## config.mk

```make
export PLATFORM = sky130hd
export DESIGN_NAME = in_txn_ctrl
export DESIGN_NICKNAME = d
export VERILOG_FILES = /design/src/rtl/in_txn_ctrl.sv
export SDC_FILE = /design/constraint.sdc
export NUM_CORES = 1
export LEC_CHECK = 0
export CAP_MARGIN = 15
export CORE_UTILIZATION = 45
export CTS_CLUSTER_SIZE = 20
export DETAILED_ROUTE_END_ITERATION = 10
export PLACE_DENSITY = 0.83
export SYNTH_ARGS = -nofsm -noshare
export SYNTH_HDL_FRONTEND = slang
export SYNTH_SLANG_ARGS = --single-unit
```

## constraint.sdc

```tcl
create_clock -name clock -period 2.9 [get_ports clock]
set_input_delay 0.58 -clock clock [delete_from_list [all_inputs] [get_ports clock]]
set_output_delay 0.58 -clock clock [all_outputs]
set_load 0.03 [all_outputs]
```

## src/rtl/in_txn_ctrl.sv

```systemverilog
`default_nettype none
// ============================================================================
// in_txn_ctrl : one USB IN transaction (IN token, DATA0, ACK/NAK) with retry
// Rev 1.0
// ============================================================================
module in_txn_ctrl #(
  parameter int TIMEOUT_CYCLES = 255,
  parameter int RX_LIMIT       = 1024,
  parameter int MAX_ATTEMPTS   = 8
) (
  input  logic        clock,
  input  logic        reset_n,
  input  logic        start,
  output logic        done,
  output logic        success,
  output logic        failure,
  output logic [63:0] data_out,
  output logic        send_IN,
  output logic        send_ACK,
  output logic        send_NAK,
  input  logic        sent,
  input  logic        rec_start,
  input  logic        rec_DATA0,
  input  logic        data_valid,
  input  logic [63:0] data_rec
);

  localparam int TIMER_MAX = (TIMEOUT_CYCLES > RX_LIMIT) ? TIMEOUT_CYCLES : RX_LIMIT;
  localparam int TIMER_W   = $clog2(TIMER_MAX + 1);
  localparam int ATT_W     = $clog2(MAX_ATTEMPTS + 1);

  localparam logic [TIMER_W-1:0] TIMEOUT_VAL = TIMER_W'(TIMEOUT_CYCLES);
  localparam logic [TIMER_W-1:0] RX_VAL      = TIMER_W'(RX_LIMIT);
  localparam logic [ATT_W-1:0]   ATT_MAX     = ATT_W'(MAX_ATTEMPTS);

  typedef enum logic [2:0] {
    IDLE       = 3'd0,
    SEND_TOKEN = 3'd1,
    WAIT_RESP  = 3'd2,
    RECEIVING  = 3'd3,
    SEND_ACK   = 3'd4,
    SEND_NAK   = 3'd5,
    FINISH     = 3'd6
  } state_t;

  state_t             state_q,    state_d;
  logic [ATT_W-1:0]   attempt_q,  attempt_d;
  logic [TIMER_W-1:0] timer_q,    timer_d;
  logic [63:0]        data_q,     data_d;
  logic               ok_q,       ok_d;
  logic               send_in_q,  send_in_d;
  logic               send_ack_q, send_ack_d;
  logic               send_nak_q, send_nak_d;
  logic               attempt_fail;

  always_ff @(posedge clock) begin
    if (!reset_n) begin
      state_q    <= IDLE;
      attempt_q  <= '0;
      timer_q    <= '0;
      data_q     <= '0;
      ok_q       <= 1'b0;
      send_in_q  <= 1'b0;
      send_ack_q <= 1'b0;
      send_nak_q <= 1'b0;
    end else begin
      state_q    <= state_d;
      attempt_q  <= attempt_d;
      timer_q    <= timer_d;
      data_q     <= data_d;
      ok_q       <= ok_d;
      send_in_q  <= send_in_d;
      send_ack_q <= send_ack_d;
      send_nak_q <= send_nak_d;
    end
  end

  always_comb begin
    state_d      = state_q;
    attempt_d    = attempt_q;
    timer_d      = timer_q;
    data_d       = data_q;
    ok_d         = ok_q;
    send_in_d    = 1'b0;
    send_ack_d   = 1'b0;
    send_nak_d   = 1'b0;
    attempt_fail = 1'b0;

    case (state_q)
      IDLE: begin
        if (start) begin
          attempt_d = ATT_W'(1);
          data_d    = '0;
          ok_d      = 1'b0;
          send_in_d = 1'b1;
          state_d   = SEND_TOKEN;
        end
      end
      SEND_TOKEN: begin
        if (sent) begin
          timer_d = '0;
          state_d = WAIT_RESP;
        end
      end
      // The timer reads 0 in the first waiting cycle; the cycle in which it
      // equals the limit is the last one in which a response is still taken.
      WAIT_RESP: begin
        if (rec_start) begin
          timer_d = '0;
          state_d = RECEIVING;
        end else if (timer_q == TIMEOUT_VAL) begin
          attempt_fail = 1'b1;
        end else begin
          timer_d = timer_q + TIMER_W'(1);
        end
      end
      RECEIVING: begin
        if (rec_DATA0) begin
          if (data_valid) begin
            data_d     = data_rec;
            send_ack_d = 1'b1;
            state_d    = SEND_ACK;
          end else begin
            send_nak_d = 1'b1;
            state_d    = SEND_NAK;
          end
        end else if (timer_q == RX_VAL) begin
          attempt_fail = 1'b1;
        end else begin
          timer_d = timer_q + TIMER_W'(1);
        end
      end
      SEND_ACK: begin
        if (sent) begin
          ok_d    = 1'b1;
          state_d = FINISH;
        end
      end
      SEND_NAK: begin
        if (sent) begin
          attempt_fail = 1'b1;
        end
      end
      FINISH: begin
        state_d = IDLE;
      end
      default: begin
        state_d = IDLE;
      end
    endcase

    if (attempt_fail) begin
      if (attempt_q < ATT_MAX) begin
        attempt_d = attempt_q + ATT_W'(1);
        send_in_d = 1'b1;
        state_d   = SEND_TOKEN;
      end else begin
        ok_d    = 1'b0;
        state_d = FINISH;
      end
    end
  end

  assign done     = (state_q == FINISH);
  assign success  = done & ok_q;
  assign failure  = done & ~ok_q;
  assign data_out = data_q;
  assign send_IN  = send_in_q;
  assign send_ACK = send_ack_q;
  assign send_NAK = send_nak_q;

endmodule
`default_nettype wire

```

==> results of run 1 <==
==> layout by cell type (no fill, tap or decap), drive strengths merged, types with 3 or more instances in the layout <==
cell type	n
a21oi	10
dfxtp	86
nor4b	4
or3	4
and3	3
bufinv	3
and2	5
nor2b	68
nand4	6
nand3	8
nor3	5
o21ai	11
nand2	15
ha	3
o31ai	4
inv	7
a22oi	64
buf	6
nor2	9
clkdlybuf4s50	139
clkbuf	11
o22ai	3
or4	3
==> final cells by class <==
class | instances | area, µm² | share of cell area, %
sequential | 86 | 1720 | 33.2
multi-input combinational | 245 | 1650 | 31.8
timing repair buffer | 145 | 1430 | 27.6
clock buffer | 11 | 131 | 2.53
tap | 99 | 124 | 2.39
clock inverter | 5 | 106 | 2.05
inverter | 6 | 22.5 | 0.434
==> report_power, final <==
group / leakage [nW] / switching, mW / internal (mW)
Clock: 0.114 / 0.418 / 0.576
Combinational: 0.925 / 0.160 / 0.166
Sequential: 0.694 / 0.0197 / 1.20
==> cells by family (layout without fill, tap and decap cells) <==
logic type,after synthesis,in the layout,share of synthesized area [%]
simple gates,136,136,23.6
fa+ha+maj,3,3,1.07
compound gates,101,101,21.1
buf+inv,31,167,3.69
xor+xnor,4,4,1.00
flops,86,86,49.3
mux,1,1,0.286
==> metal layers <==
metal	vias up	wire [µm]
met2	116	4420
met3	15	431
met5	-	0
li1	1567	-
met4	0	189
met1	1455	4060
==> worst paths after layout <==
kind,to,from,slack (ns)
hold reg to reg,attempt_q[1],attempt_q[1],0.49
setup reg to reg,timer_q[7],state_q[0],0.84
hold / removal,attempt_q[1],attempt_q[1],0.49
setup / recovery,success,state_q[0],0.28
==> registers in the layout, indices dropped and copies added (netlist names) <==
signal / count
send_IN: 1
attempt_q: 4
ok_q: 1
send_ACK: 1
data_out: 64
timer_q: 11
send_NAK: 1
state_q: 3
==> stage by stage <==
stage | utilization (%) | hold WS, ns | instances
after floorplan | - | 0.448 | 362
after CTS | 70.4 | 0.492 | 597
after global placement | 67.2 | 0.463 | 581
after global routing | 70.4 | 0.539 | 597
final | 70.4 | 0.489 | 597
after detailed placement | 67.2 | 0.467 | 581
==> critical path: cells and delay by family (launching register included) <==
kind	cells	cell delay [ns]
DFF	1	0.66
buffers and inverters	1	0.58
and+or+nand+nor	3	0.45
==> insert_results.sql, run 1 <==
INSERT INTO impl_metrics (metric_group, metric, value, unit) VALUES
('synth', 'synth-seq-area-share', '49.3', '%'),
('power', 'design_power_total', '2.54', 'mW'),
('power', 'cellPowerDensity', '489', 'nW/µm²'),
('synth', 'synth.yosys.warnings', '0', ''),
('clock_network', 'tritoncts_buffers', '9', ''),
('grt', 'grt_util_met2', '37.5', '%'),
('synth', 'post_synth.cell_area_avg', '9.65', 'µm²'),
('setup_path', 'critPathSlowestCell', 'sky130_fd_sc_hd__dfxtp_1', ''),
('synth', 'synth.cell_area', '3490', 'µm²'),
('setup_path', 'data_required_time_at_the_worst_endpoint', '2.32', 'ns'),
('place', 'pre_cts_slack', '0.400', 'ns'),
('floorplan', 'boundaryPins', '141', ''),
('route', 'antenna_left', '0', ''),
('final_layout', 'layout-drive-gt1-share', '5.62', '%'),
('synth', 'yosys_register_bits', '86', ''),
('grt', 'global_route.usage.total', '22.2', '%'),
('grt', 'gr-max-usage-layer', 'met2', ''),
('setup_path', 'crit_chain', 'nand2b_1 > nor2_1 > and2_1 > clkdlybuf4s50_1', ''),
('clock_network', 'cts_root_buffer', 'sky130_fd_sc_hd__clkbuf_8', ''),
('clock_network', 'hold_buffer_count_at_cts', '0', ''),
('setup_path', 'largest_driver_fanout_on_the_critical_path', '16', ''),
('route', 'wl', '9.11', 'mm'),
('final_layout', 'antenna_cells', '0', ''),
('sta', 'tightest_slew', '0.665', 'ns'),
('power', 'vdd_drop_max', '0.347', 'mV'),
('grt', 'grt_util_met3', '3.55', '%'),
('route', 'post_drt_via_cell_ratio', '5.28', ''),
('synth', 'yosys.area.top_type_share', '49.3', '%'),
('synth', 'number_of_library_cell_types_mapped_by_synthesis', '40', ''),
('sta', 'fmax', '0.382', 'GHz'),
('setup_path', 'worstSetupEndpointType', 'output pin', ''),
('clock_network', 'cts_num_sinks', '86', ''),
('clock_network', 'cts_tree', 'yes', ''),
('place', 'detailed_place_hpwl', '6.34', 'mm'),
('power', 'power_leakage', '1.73', 'nW'),
('min_path', 'holdCritPathClass', 'flip-flop to flip-flop', ''),
('final_layout', 'nets_finish', '567', ''),
('floorplan', 'rows', '31', ''),
('grt', 'met1_usage', '28.1', '%'),
('sta', 'report.final.setup_viol', '0', ''),
('place', 'port_buffers', '140', ''),
('setup_path', 'criticalPathCategory', 'flip-flop to output pin', ''),
('setup_path', 'crit_path_max_incr_delay', '0.66', 'ns'),
('floorplan', 'chipHeight', '90.1', 'µm'),
('floorplan', 'die_area', '8120', 'µm²'),
('setup_path', 'timing.critical_path.from_type', 'flip-flop', ''),
('setup_path', 'reg2reg_depth', '5', ''),
('place', 'dpl_cell_area', '4950', 'µm²'),
('grt', 'grt_antenna_before_repair', '0', ''),
('final_layout', 'layout-area-overhead-vs-synth', '48.4', '%'),
('synth', 'post_synth_most_frequent_cells', 'sky130_fd_sc_hd__dfxtp_1 (86), sky130_fd_sc_hd__nor2b_1 (68), sky130_fd_sc_hd__a22oi_1 (64), sky130_fd_sc_hd__nand2_1 (15), sky130_fd_sc_hd__clkbuf_1 (13)', ''),
('route', 'first_iter_violations', '107', ''),
('grt', 'grt_pass1_wl', '14.6', 'mm'),
('synth', 'netlist_top_cells_area', 'sky130_fd_sc_hd__dfxtp_1 (49%), sky130_fd_sc_hd__a22oi_1 (14%), sky130_fd_sc_hd__nor2b_1 (12%)', ''),
('min_path', 'timing.hold.worst_path_depth', '2', ''),
('sta', 'timing.clock.skew', '0.0105', 'ns'),
('setup_path', 'cp.arrival', '2.04', 'ns'),
('floorplan', 'floorplan.initialDensity', '47.4', '%'),
('final_layout', 'post_layout_inst_area', '5190', 'µm²'),
('place', 'gp_congestion', '0.844', ''),
('synth', 'synth.net_count', '436', ''),
('clock_network', 'postCtsSetupBuffers', '0', ''),
('clock_network', 'cts.htree.levels', '3', ''),
('floorplan', 'fp.dieW', '90.1', 'µm'),
('synth', 'synth_top_cell_by_area', 'sky130_fd_sc_hd__dfxtp_1', ''),
('floorplan', 'floorplan.core_area', '7370', 'µm²'),
('grt', 'global_route.overflow_total', '0', ''),
('synth', 'syn-instance-count', '362', ''),
('route', 'vias', '3153', ''),
('run', 'max_cap_viol_count', '0', ''),
('status', 'run_status', 'complete, no violations', '');
Power figures use the tool's default switching activity.
==> inputs of run 2 (changes only) <==
--- a/config.mk
+++ b/config.mk
@@ -10,6 +10,7 @@
 export CTS_CLUSTER_SIZE = 20
 export DETAILED_ROUTE_END_ITERATION = 10
 export PLACE_DENSITY = 0.83
+export SKIP_CTS_REPAIR_TIMING = 1
 export SYNTH_ARGS = -nofsm -noshare
 export SYNTH_HDL_FRONTEND = slang
 export SYNTH_SLANG_ARGS = --single-unit
==> results of run 2 <==
Same layout as run 1: the final DEF is identical, and so are final timing and power.
==> RTL change 1, RTL diff (config.mk and constraints of run 2) <==
Change the parameter `MAX_ATTEMPTS` from 8 to 4.
--- a/src/rtl/in_txn_ctrl.sv
+++ b/src/rtl/in_txn_ctrl.sv
@@ -8,3 +8,3 @@
   parameter int RX_LIMIT       = 1024,
-  parameter int MAX_ATTEMPTS   = 8
+  parameter int MAX_ATTEMPTS   = 4
 ) (
Behaviour: same outputs for any inputs over 10 cycles, from zero or initial values and one cycle with reset_n low; that may be too few to reach the edited logic, so the function may still have changed.
==> RTL change 1 against run 2 <==
Sequential share of layout area increased by 1.0 points. Cell area decreased by 4.1%. Synthesized area decreased by 5.0%. Worst setup slack improved by 6.2 ps. Register-to-register slack got worse by 350 ps. Routed wire length increased by 2.2%. Sequential cell count decreased by 1. Fmax increased by 0.24%. First-iteration DRC count increased by 150%. Critical path type unchanged. Largest cell class unchanged.
Power is not compared: it rests on default switching activity, and its combinational part moved more than twofold at a synthesized area within 25%.
==> RTL change 1: results (changes against run 2) <==
The headroom to the max-slew limit was 0.566 (+0.00964); the final cell utilization of the core was 0.717 (+0.0129). The multi-input logic portion of the cell area was 0.298 (-0.0200); the worst slack at placement was 291 ps (-109 ps). The net count after synthesis is 442 (+1.4%).

The wire length of the first global-routing pass is 14200 um (-3.3%), and the total routed wirelength is 9300 um (+2.2%). The worst hold-check slack was 504 ps (+15.1 ps). The number of vias in the routed layout is 3285 (+4.2%), and the global-route usage over all layers is 0.236 (+0.0137). The final weighted congestion of routability-driven global placement came out at 0.900 (+6.7%). The number of distinct library cell variants in the gate-level netlist after synthesis was 47 (+18%); the layout-stage area growth over the synthesis result was 49.9%.

The number of multi-input combinational cells in the layout was 247 (+0.82%). The net count of the finished layout came out at 572 (+0.88%). The share of layout cells above drive strength 1 was 0.0537 (-0.00255).

The run finished with clean final reports. By count the netlist is led by 85 x dfxtp_1, 77 x nor2_1, 66 x a22oi_1, 20 x clkbuf_1, 15 x nand2_1. The via count of the first global-routing pass is 3051 (+2.5%), and the final routed wire length divided by cell count is 15.5 um (+1.8%).

The register cell area after layout is 1700 um^2 (-1.2%), and the met2 wire length is 4620 um (+4.5%). The run gives 582 (+0.17%) as the total placed cells including tap cells. The fraction of power consumed by sequential logic is 0.464, and the sequential share of cell area is 0.342 (+0.00999). The wire length on met1 was 3690 um (-9.1%). Clock skew: 10.6 ps (+0.0834 ps). The clock net sink count is 85 (-1.2%), and the final antenna-violating net count is 0 (unchanged). The startpoint of the most critical hold path is data_out[24]. Final worst-path cycle share: 0.901 (-0.00215). Tracing the worst setup path back leads to its startpoint at state_q[1]. The maximum fanout count along the critical path works out to 16 (unchanged). Buffering overhead: 0.296 (+0.0192). The met3 layer usage reported by global route was 0.0603 (+0.0248); the total cell area at the placement stage was 4790 um^2 (-3.3%). The final-layout clock-cell area share is 0.0339 (-0.0119). After synthesis, the cell types taking the most area are dfxtp_1 51%, a22oi_1 15%, nor2_1 8.7%. The completed layout was analyzed and its total power is 2.81 mW. Internal reg-to-reg setup slack: 490 ps (-350 ps).

The number of non-clock inverters in the layout is 9 (+3), and the sequential element share of the synthesized area is 0.512 (+0.0198). For the met1 track demand over resource in global routing, the log shows 0.280 (-0.000977). The DRC marker count from the first detailed-route iteration is 267 (+150%).

The number of fill cells in the layout is 511 (-12%). The internal power of the cells totals 1.86 mW. The average size of a mapped cell is 9.02 um^2 (-6.5%), and the non-clock buffer instance count of the final layout is 146 (+0.69%). The total length of routed met3 wires is 735 um (+71%). The largest individual stage delay along the critical path comes from the cell clkdlybuf4s50_1.

The part of the power in the clock network was 0.259; the estimated wirelength of the detail-placed design was 6550 um (+3.3%). The logs give 5 (+1) for the detailed-router iteration count before antenna repair and 0.400 (+0.0249) for the global-route met2 utilization.
[RTL change 1: cell count changes after synthesis, moves of 4 or more]
cell	delta
xnor2_1	+4
nor2b_1	-68
a21oi_1	+4
nor4b_1	-4
clkbuf_1	+7
o21ai_0	-7
nor2_1	+68
[RTL change 1: worst paths after layout]
path,cells after the start,end
min reg2reg,2,data_out[24]
max,4,success
min,2,data_out[24]
max reg2reg,5,timer_q[1]
[RTL change 1: cell families (layout without fill, tap and decap cells)]
| logic type | Yosys count | count (layout) | synth area share |
|---|---|---|---|
| adders and majority gates | 3 | 3 | 0.0113 |
| xor gates and xnor gates | 6 | 6 | 0.0158 |
| muxes | 3 | 3 | 0.00942 |
| AOI/OAI and AO/OA | 104 | 104 | 0.228 |
| DFF | 85 | 85 | 0.512 |
| buffers and inverters | 36 | 171 | 0.0422 |
| and+or+nand+nor | 131 | 131 | 0.181 |
[RTL change 1: critical path: cells and delay by family (launching register included)]
kind,cells,cell delay (ps)
buf+inv,1,660
flops,1,630
simple gates,3,410
==> RTL change 2, RTL diff (config.mk and constraints of run 2) <==
Without the edit above. Reset style: asynchronous (`reset_n`), changed in one clocked block.
--- a/src/rtl/in_txn_ctrl.sv
+++ b/src/rtl/in_txn_ctrl.sv
@@ -55,3 +55,3 @@
 
-  always_ff @(posedge clock) begin
+  always_ff @(posedge clock or negedge reset_n) begin
     if (!reset_n) begin
Formal check against the unedited RTL: differs if reset_n is asserted again (counterexample within 4 cycles, from zero or initial values and one cycle with reset_n low); with reset_n held inactive, the same outputs for 10 cycles.
==> RTL change 2 against run 2 <==
Critical path depth unchanged. Worst setup slack got worse by 19 ps. Cell count decreased by 11%. Fmax decreased by 0.72%. Cell area increased by 0.53%. Highest routed layer unchanged. Global-route usage increased by 2.8 points. Register-to-register slack got worse by 340 ps. Synthesized area about the same. Routed wire length increased by 6.6%. Synthesized cell count decreased by 20%. Sequential cell count unchanged.
Power is not compared: it rests on default switching activity, and its combinational part moved more than twofold at a synthesized area within 25%.
==> RTL change 2: results (changes against run 2) <==
The logs give 513 (-12%) for the total placed cells including tap cells and 174 (+63%) for the DRC marker count from the first detailed-route iteration. The tools report the non-filler instance count after layout as 529 (-11%). For the estimated wirelength of the detail-placed design, the log shows 6750 um (+6.5%).

The worst hold-check slack was 253 ps (-235 ps); the via count of the first global-routing pass was 2926 (-1.7%). The number of warnings printed during yosys synthesis came out at 0 (unchanged). By area the synthesized netlist is led by dfrtp_1 62%, a22o_1 16%, o21ai_0 3.0%.

The share of synthesized registers carrying an async set or reset works out to 1.00 (+1.00). The largest individual stage delay along the critical path comes from the cell clkdlybuf4s50_1. The maximum fanout count along the critical path is 13 (-3), and the total routed wirelength is 9710 um (+6.6%).

Path class of the lowest-slack min-delay path: primary input to async pin. The largest net degree at the start of global routing was 66 (+1.5%). In the synthesized netlist, the cells that appear most often are 86 x dfrtp_1, 64 x a22o_1, 21 x o21ai_0, 17 x nor2_1, 12 x nand2_1.

The run gives 0.879 (+4.2%) as the final weighted congestion of routability-driven global placement. The tools report the source of the worst register-to-register timing path as state_q[0]. The run gives 0.251 (+0.0284) as the global-route usage over all layers. The net count of the finished layout was 499 (-12%).

Critical path arrival: 2060 ps (+20 ps). The post-synthesis cell count is 288 (-20%), and the clock skew is 6.64 ps (-3.87 ps). The worst stage delay on the critical path works out to 660 ps (about the same). The internal reg-to-reg setup slack is 500 ps (-340 ps), and the number of buffers on the longest clock path is 2 (unchanged). For the number of fill cells in the layout, the log shows 505 (-13%).

The reg-to-reg endpoint is timer_q[9]. The logs give 2998 (-4.9%) for the number of vias in the routed layout and 39 (-2.5%) for the number of distinct library cell variants in the gate-level netlist after synthesis. The net count after synthesis was 362 (-17%); the pin slew with the least headroom to its limit was 671 ps (+6.40 ps). The sequential element share of the synthesized area was 0.616 (+0.123); the share of layout cells above drive strength 1 was 0.0674 (+0.0112). The antenna cell count was 0 (unchanged).

The worst slack at placement is 106 ps (-294 ps). The tools report the wire length of the first global-routing pass as 16000 um (+9.0%). The run finished with clean final reports.
-- RTL change 2: cell count changes in the layout (fill, tap and decap cells not counted), moves of 3 or more --
cell     before  now
dfxtp_1      86    0
dfrtp_1       0   85
a22o_1        0   64
a22oi_1      64    0
nor2b_1      68    4
o21ai_0      11   21
nor2_1        9   16
a21oi_1       9    3
nor3_1        5    1
a31oi_1       1    4
and2_1        5    2
nand2_1      14   11
o22ai_1       3    0
-- RTL change 2: layout make-up --
cell class	instances	area (um^2)	share of cell area
sequential	86	2150	0.413
inverter	7	26.3	0.00504
multi-input combinational	176	1250	0.239
tap	99	124	0.0238
timing repair buffer	145	1450	0.278
clock buffer	13	149	0.0286
clock inverter	3	67.6	0.0130
-- RTL change 2: kinds of logic (layout without fill, tap and decap cells) --
| group | Yosys count | in the layout | share of synthesized area |
|---|---|---|---|
| simple gates | 63 | 63 | 0.0948 |
| compound gates | 107 | 107 | 0.240 |
| xor+xnor | 1 | 1 | 0.00251 |
| flops | 86 | 86 | 0.616 |
| mux | 2 | 2 | 0.00573 |
| buf+inv | 26 | 168 | 0.0308 |
| fa+ha+maj | 3 | 3 | 0.0107 |
-- RTL change 2: worst max-delay path: cells and delay by family, from the launching register on --
kind                   cells  cell delay [ps]
DFF                        1              490
and+or+nand+nor            2              410
buffers and inverters      2              810
-- RTL change 2: report_power, final --
| part | switching, mW | leakage (nW) | internal [mW] |
|---|---|---|---|
| clock | 0.403 | 0.104 | 0.510 |
| combinational | 1.43 | 1.04 | 1.12 |
| sequential | 0.301 | 1.15 | 1.60 |
| total | 2.14 | 2.29 | 3.23 |
-- RTL change 2: how the worst max path moves through the flow --
stage          startpoint  cells after the start           end  slack (ps)
2_1_floorplan  state_q[2]                      4       success         430
3_3_place_gp    rec_start                      5  attempt_q[1]         240
3_5_place_dp    rec_start                      6    timer_q[6]         110
4_1_cts        state_q[2]                      4       success         120
5_1_grt        state_q[2]                      4       success         140
6_report       state_q[2]                      4       success         260
-- RTL change 2: layer usage --
layer	track usage	part of all wire
met1	0.344	0.43
met2	0.392	0.48
met3	0.0541	0.077
met4	0.0941	0.017
met5	0	0
-- RTL change 2: through the flow --
stage                     cell area, um^2  utilization
after floorplan                      3500            -
after global placement               5000        0.678
after detailed placement             5000        0.678
after CTS                            5210        0.707
after global routing                 5220        0.708
final                                5220        0.708
